File: config.mk
export PLATFORM = sky130hd
export DESIGN_NAME = issue_scheduler
export DESIGN_NICKNAME = d
export VERILOG_FILES = /design/src/rtl/issue_scheduler.sv
export SDC_FILE = /design/constraint.sdc
export NUM_CORES = 1
export LEC_CHECK = 0
export CAP_MARGIN = 20
export CORE_AREA = 2 2 96 98
export DETAILED_ROUTE_END_ITERATION = 16
export DIE_AREA = 0 0 98 100
export PLACE_DENSITY = 0.75
export SLEW_MARGIN = 30
export SYNTH_ARGS = -nofsm -noshare
export SYNTH_HDL_FRONTEND = slang
export SYNTH_SLANG_ARGS = --single-unit
File: constraint.sdc
create_clock -name clk -period 3.1 [get_ports clk]
set_clock_uncertainty 0.2 [all_clocks]
set_input_delay 0.465 -clock clk [delete_from_list [all_inputs] [get_ports clk]]
set_output_delay 0.465 -clock clk [all_outputs]
set_load 0.05 [all_outputs]
File: src/rtl/issue_scheduler.sv
// Scoreboard-based issue controller sitting between decode and the functional units.
// Tracks a busy bit per architectural register and reserves the single writeback port
// through a shift register. Branches are serialised (no issue until resolved). A drain
// request stops issue until all writebacks have retired.
//
// Ports:
//   clk, reset          clock (rising edge), synchronous active-high reset
//   inValid             decoded instruction presented this cycle
//   rs1, rs2, rd        source / destination register indices
//   useRs1, useRs2      instruction reads rs1 / rs2
//   writesRd            instruction writes rd
//   lat                 FU latency (0 -> 1, >MAXLAT -> MAXLAT)
//   isBranch            instruction is a branch/jump
//   brResolved, brTaken branch outcome (only meaningful while waiting on a branch)
//   drainReq            drain request, sampled while running
//   issue, stall        combinational accept / reject of the presented instruction
//   hazard              combinational RAW hazard flags {rs2, rs1}
//   wbValid, wbRd       registered writeback slot for this cycle
//   redirect            registered pulse: taken branch resolved
//   drainDone           registered pulse: drain complete
module issue_scheduler #(
  parameter int unsigned NREGS  = 32,
  parameter int unsigned MAXLAT = 8,
  parameter int unsigned LATW   = 4
) (
  input  logic            clk,
  input  logic            reset,
  input  logic            inValid,
  input  logic [4:0]      rs1,
  input  logic [4:0]      rs2,
  input  logic [4:0]      rd,
  input  logic            useRs1,
  input  logic            useRs2,
  input  logic            writesRd,
  input  logic [LATW-1:0] lat,
  input  logic            isBranch,
  input  logic            brResolved,
  input  logic            brTaken,
  input  logic            drainReq,
  output logic            issue,
  output logic            stall,
  output logic [1:0]      hazard,
  output logic            wbValid,
  output logic [4:0]      wbRd,
  output logic            redirect,
  output logic            drainDone
);

  localparam int unsigned IDXW = (MAXLAT > 1) ? $clog2(MAXLAT) : 1;
  localparam int unsigned EXTW = $clog2(MAXLAT + 1);

  localparam logic [1:0] StRun    = 2'd0;
  localparam logic [1:0] StBrWait = 2'd1;
  localparam logic [1:0] StDrain  = 2'd2;

  logic [1:0]              state_q, state_d;
  logic [NREGS-1:0]        busy_q, busy_d;
  // Slot k holds the writeback due k cycles from now; slot 0 drives the wb outputs.
  logic [MAXLAT-1:0]       res_v_q, res_v_d;
  logic [MAXLAT-1:0][4:0]  res_rd_q, res_rd_d;
  logic                    redirect_q, redirect_d;
  logic                    drain_done_q, drain_done_d;

  logic [LATW-1:0]         lat_eff;
  logic [LATW-1:0]         lat_m1;
  logic [MAXLAT:0]         res_ext;
  logic                    wb_conflict;
  logic                    wr_en;
  logic                    alloc;
  logic                    drain_clear;

  always_comb begin
    if (lat == '0) begin
      lat_eff = LATW'(1);
    end else if (lat > LATW'(MAXLAT)) begin
      lat_eff = LATW'(MAXLAT);
    end else begin
      lat_eff = lat;
    end
  end

  assign lat_m1 = lat_eff - LATW'(1);

  // Slot MAXLAT is never occupied at the moment of checking, hence the zero pad.
  assign res_ext     = {1'b0, res_v_q};
  assign wb_conflict = res_ext[lat_eff[EXTW-1:0]];

  assign wr_en  = writesRd && (rd != 5'd0);
  assign hazard = {useRs2 & busy_q[rs2], useRs1 & busy_q[rs1]};
  assign issue  = inValid && (state_q == StRun) && (hazard == 2'b00) &&
                  !(wr_en && (busy_q[rd] || wb_conflict));
  assign stall  = inValid & ~issue;
  assign alloc  = issue & wr_en;

  // Reservation shift plus new allocation.
  always_comb begin
    res_v_d  = '0;
    res_rd_d = '0;
    for (int k = 0; k < int'(MAXLAT) - 1; k++) begin
      res_v_d[k]  = res_v_q[k+1];
      res_rd_d[k] = res_rd_q[k+1];
    end
    if (alloc) begin
      res_v_d[lat_m1[IDXW-1:0]]  = 1'b1;
      res_rd_d[lat_m1[IDXW-1:0]] = rd;
    end
  end

  // Retire clears and issue sets hit different registers (WAW stall guarantees it).
  always_comb begin
    busy_d = busy_q;
    if (res_v_q[0]) begin
      busy_d[res_rd_q[0]] = 1'b0;
    end
    if (alloc) begin
      busy_d[rd] = 1'b1;
    end
    busy_d[0] = 1'b0;
  end

  // Looking at next-state lets drainDone land in the cycle right after the last retire.
  assign drain_clear = (busy_d == '0) && (res_v_d == '0);

  always_comb begin
    state_d      = state_q;
    redirect_d   = 1'b0;
    drain_done_d = 1'b0;
    case (state_q)
      StRun: begin
        if (issue && isBranch) begin
          state_d = StBrWait;
        end else if (drainReq && !issue) begin
          state_d = StDrain;
        end
      end
      StBrWait: begin
        if (brResolved) begin
          state_d    = StRun;
          redirect_d = brTaken;
        end
      end
      StDrain: begin
        if (drain_clear) begin
          state_d      = StRun;
          drain_done_d = 1'b1;
        end
      end
      default: state_d = StRun;
    endcase
  end

  always_ff @(posedge clk) begin
    if (reset) begin
      state_q      <= StRun;
      busy_q       <= '0;
      res_v_q      <= '0;
      res_rd_q     <= '0;
      redirect_q   <= 1'b0;
      drain_done_q <= 1'b0;
    end else begin
      state_q      <= state_d;
      busy_q       <= busy_d;
      res_v_q      <= res_v_d;
      res_rd_q     <= res_rd_d;
      redirect_q   <= redirect_d;
      drain_done_q <= drain_done_d;
    end
  end

  assign wbValid   = res_v_q[0];
  assign wbRd      = res_rd_q[0];
  assign redirect  = redirect_q;
  assign drainDone = drain_done_q;

endmodule
# After elaboration in Yosys (flattened, before gate mapping)
# Cells that the tools add are included.
[word_totals] inputBits=29 regBits=84 output_inout_bits=12
[op_classes] bitwise_logic=13 muxes=29 n_reduce_logical=24 eq_ne=5 addsub=1 n_lt_le_gt_ge=10
[op_table] operator="2-to-1 mux 32 bit" count=2
[op_table] operator="bitwise mux 40 bit" count=1
[op_table] operator="2-to-1 mux 35 bit" count=1
[op_table] operator="bitwise AND 32 bit" count=1
[op_table] operator="logical NOT 32 bit" count=1
[op_table] operator="inverter 32 bit" count=1
[op_table] operator="bitwise OR 32 bit" count=1
[op_table] operator="less-than comparator 5 x 6 -> 1 bit (second input constant)" count=4
[op_table] operator="binary-select mux 1 bit (select 5 bit)" count=3
[op_table] operator="demux 5 bit (select 3 bit)" count=1
[op_table] operator="logical AND 1 bit" count=11
[op_table] operator="demux 1 bit (select 5 bit)" count=2
[op_table] operator=">= comparator 5 x 1 -> 1 bit (second input constant)" count=2
[op_table] operator="logical NOT 8 bit" count=1
[op_table] operator="2-to-1 mux 1 bit" count=8
[op_table] operator="2-to-1 mux 2 bit" count=4
[op_table] operator="2-to-1 mux 4 bit" count=2
[op_table] operator="2-to-1 mux 8 bit" count=1
[op_table] operator="bitwise OR 7 x 8 -> 8 bit" count=1
[op_table] operator="one-hot mux 2 bit (3 select lines)" count=1
[op_table] operator="less-than comparator 4 x 5 -> 1 bit (second input constant)" count=1
[op_table] operator="2-to-1 mux 5 bit" count=1
[op_table] operator="inverter 1 bit" count=5
[op_table] operator="nonzero test 5 bit" count=1
[op_table] operator="other kinds (18)" count=25

# Logic depth before layout (Yosys ltp)
[depth] depth_word=15 mapped_depth=9 mapped_depth_nobuf=6

# Least setup slack after synthesis
# No wires, ideal clock.
[synth_path] path_kind="input to output" startpoint="input port rs2[1]" endpoint="output port stall" t_arrival_ps=2668 t_required_ps=2435 stages=8 path_slack_ps=-233 cell_sequence="buf_2 > mux4_2 > mux4_2 > a2bb2oi_1 > a22oi_4 > buf_6 > o211ai_1 > and2_1"
[synth_between] elab_chain_cells=8
[synth_lines] item="from (decl)" line="30" source="input logic [4:0] rs2,"
[synth_lines] item="binary-select mux 1 bit (select 5 bit)" line="89" source="assign hazard = {useRs2 & busy_q[rs2], useRs1 & busy_q[rs1]};"
[synth_lines] item="2-to-1 mux 1 bit (implied by the code)" line="89"
[synth_lines] item="bitwise AND 1 bit" line="89"
[synth_lines] item="logical NOT 2 bit" line="90" source="assign issue = inValid && (state_q == StRun) && (hazard == 2'b00) &&"
[synth_lines] item="logical AND 1 bit (2 in a row)" line="90"
[synth_lines] item="inverter 1 bit" line="92" source="assign stall = inValid & ~issue;"
[synth_lines] item="bitwise AND 1 bit" line="92"
[synth_lines] item="to (decl)" line="41" source="output logic stall,"
# No other way between the ends. The select of a mux whose other input is x is not followed.

# Final worst setup path
[layout_path] startpoint="register busy_q[29]" endpoint="output port issue"
[layout_between] elab_chain_cells=6 elab_cells_between_ends=14 cone_classes="mux (6); bitwise (2); reduce/logical (6)"
[layout_lines] item="from (decl)" line="57" source="logic [NREGS-1:0] busy_q, busy_d;"
[layout_lines] item="from (signal assigned)" line="162" source="busy_q <= busy_d;"
[layout_lines] item="binary-select mux 1 bit (select 5 bit) (on tied branches)" line="89, 91"
[layout_lines] item="2-to-1 mux 1 bit (on tied branches)" line="89, 91"
[layout_lines] item="bitwise AND 1 bit or logical OR 1 bit (tied branches)" line="89, 91"
[layout_lines] item="logical NOT 2 bit or logical AND 1 bit (tied branches)" line="90, 91"
[layout_lines] item="logical AND 1 bit or logical NOT 1 bit (tied branches)" line="90, 91"
[layout_lines] item="logical AND 1 bit *" line="90"
[layout_lines] item="to (decl)" line="40" source="output logic issue,"
# Mark *: on every way between the ends. The rest lies on a longest branch, timed or not. The select of a mux whose other input is x is not followed.

==> results_dict.tcl <==
set metrics [dict create \
    grt_pass1_wl_um 21100 \
    maxCapViolCount 0 \
    num_rows 35 \
    portBuffers 40 \
    ys_ff_latch 83 \
    placed_cell_area_sq_um 5300 \
    fill_cells 736 \
    core_area_sq_um 8890 \
    finalInstanceArea_sq_um 5610 \
    h-tree-depth 3 \
    cts_made_buffers 9 \
    synth_xor_area_share_pct 0 \
    synth-edff-count 0 \
    final_core_util_pct 63.1 \
    die_h_um 100 \
    route.vias.total 4097 \
    synth_top_family_by_area "simple AND/OR/NAND/NOR gates" \
    areaGrowthSynthToFinish_pct 25.8 \
    synth-async-reset-ratio_pct 0 \
    clock_latency_ns 0.38 \
    drc_errors 0 \
    pwr_density_cell_nw_per_um2 399 \
    dpl.hpwl_um 9680 \
    yosysUniqueCellTypes 54 \
    cp.required_ns 2.43 \
    leakagePower_uw 0.00223 \
    firstDrtPassIters 5 \
    max-vdd-ir-drop_v 0.000356 \
    timing.slew.headroom_pct 56.1 \
    grt_pass1_vias 4064 \
    synth_warnings 0 \
    drt_iter0_drc 273 \
    die_w_um 98 \
    grt.total_usage_pct 27.7 \
    register_area_sq_um 1680 \
    synth_fa_ha_area_share_pct 0 \
    critical_path_class "reg2out" \
    antenna_found_initial 0 \
    vias_per_cell 6.30 \
    synth_area_per_cell_sq_um 9.96 \
    totalPowerFinal_uw 2240 \
    fmax_mhz 306 \
    crit_path_end_kind "output pin" \
    final_hold_viol_count 0 \
    rsz0062_at_grt "yes" \
    yosys.area_share.simple_pct 21.7 \
    n_antenna_cell 0 \
    wl_per_cell_um 20.4 \
    synth.net_count 477 \
    synth_compound_area_share_pct 15.2 \
    synth_mux_area_share_pct 20.9 \
    cts.sinks 83 \
    cts_tree "done" \
    die_area_sq_um 9800 \
    failed_checks "setup timing" \
    setup_violations 2 \
    finalMaxSlewViolations 0 \
    grt_max_degree 42 \
    worst_slack_ns -0.173 \
    cts_buffer_depth 2 \
    period_share_pct 106 \
    tightestPinTransition_ns 0.653 \
    postRouteWirelength_um 13200 \
    hold_path.class "reg2reg" \
    clk_pin_slew_worst_paths_ns 0.10 \
    start_util_pct 50.2 \
    layout_min_cycle_time_ns 3.27 \
    seq_area_frac_synth_pct 37.2 \
    cp.arrival_ns 2.61 \
    synth_top_flop_cell "dfxtp_1" \
    netlist_area_sq_um 4460 \
    multi_input_area_sq_um 2620 \
    status "finished with violations" \
    startpoint_type "flop" \
    drive_above_1_share_pct 27.6 \
    antenna_left 0 \
    gp_congestion 1.03 \
    finalNetCount 563 \
    syn_inst 448 \
    gr-total-overflow 0 \
    ioPinCount 41 \
    root_buffer "clkbuf_8" \
    crit_fanout 4 \
]
-- logic make-up after synthesis --
| kind of cell | after synthesis |
|---|---|
| flops | 83 |
| buf+inv | 44 |
| simple gates | 155 |
| compound gates | 95 |
| mux | 71 |
-- worst max-delay path, cell delays in order (launching register included) --
cell and delay (ns):
dfxtp_2 0.37, mux4_2 0.47, mux4_2 0.52, a2bb2oi_4 0.17
a22oi_4 0.19, o211ai_1 0.17, buf_4 0.17, inv_2 0.06
buf_12 0.13
-- power breakdown --
part	internal [uW]	switching [uW]
Combinational	181	200
Clock	322	457
Sequential	1070	8.09
Total	1580	665
-- registers in the layout, indices dropped and copies added, names as in the netlist --
signal and cells:
wbRd 5, busy_q 31, state_q 2, res_rd_q 35, res_v_q 8, redirect 1
drainDone 1
-- routing by layer --
layer / vias to the layer above / GRT usage (%) / wire [um]
li1: 1889 / - / -
met1: 1933 / 33.5 / 5180
met2: 207 / 46.2 / 6410
met3: 68 / 4.46 / 965
met4: 0 / 17.6 / 689
met5: - / 0 / 0
-- synth_stat cells, types with 6 or more instances --
master | number | area (sq um)
dfxtp_1 | 83 | 1660
nor4_1 | 10 | 62.6
clkbuf_1 | 16 | 60.1
nor3_1 | 11 | 55.1
mux4_2 | 16 | 360
a21oi_1 | 9 | 45.0
nand2_1 | 14 | 52.6
nor2_1 | 10 | 37.5
nand3b_1 | 7 | 52.6
o32ai_1 | 27 | 236
nand2b_1 | 40 | 250
nand3_2 | 6 | 60.1
nand3_1 | 9 | 45.0
o21ai_0 | 33 | 165
or3_1 | 7 | 43.8
mux2i_1 | 50 | 500
nand4_1 | 10 | 62.6
inv_1 | 13 | 48.8
buf_4 | 6 | 45.0
-- what timing repair did --
item                       in CTS  in global routing
hold endpoints to repair        0                  0
hold buffers                    0                  0
pin swaps                       6                  0
gates resized for setup        39                  1
setup buffers                   8                  0
setup endpoints to repair      40                  2
-- worst paths after layout --
path         slack, ns    startpoint           end  cells after the start
min               0.25  res_rd_q[27]  res_rd_q[22]                      2
max              -0.17    busy_q[29]         issue                      8
min reg2reg       0.25  res_rd_q[27]  res_rd_q[22]                      2
max reg2reg       0.19    busy_q[29]     busy_q[1]                      9
-- stage by stage --
stage | instances | setup WS (ns) | setup TNS (ns) | hold WS, ns
after floorplan | 448 | 0.000749 | 0 | 0.234
after global placement | 626 | -0.518 | -26.18 | 0.241
after detailed placement | 626 | -0.548 | -31.00 | 0.246
after CTS | 650 | -0.145 | -0.269 | 0.260
after global routing | 650 | -0.221 | -0.420 | 0.276
final | 650 | -0.173 | -0.324 | 0.255
-- layout make-up --
type / instances / area share (%)
multi-input combinational: 321 / 46.6
sequential: 83 / 30.0
timing repair buffer: 105 / 16.4
tap: 111 / 2.47
clock buffer: 9 / 2.21
clock inverter: 7 / 1.40
inverter: 14 / 0.936
-- layout by cell type (no fill, tap or decap), types with 12 or more instances in the layout --
cell type and count:
buf_4 62, clkdlybuf4s50_1 28, dfxtp_1 67, dfxtp_2 16, inv_1 12, mux2i_1 50
mux4_2 17, nand2_1 14, nand2b_1 40, o21ai_0 33, o32ai_1 27
Power figures use the tool's default switching activity.
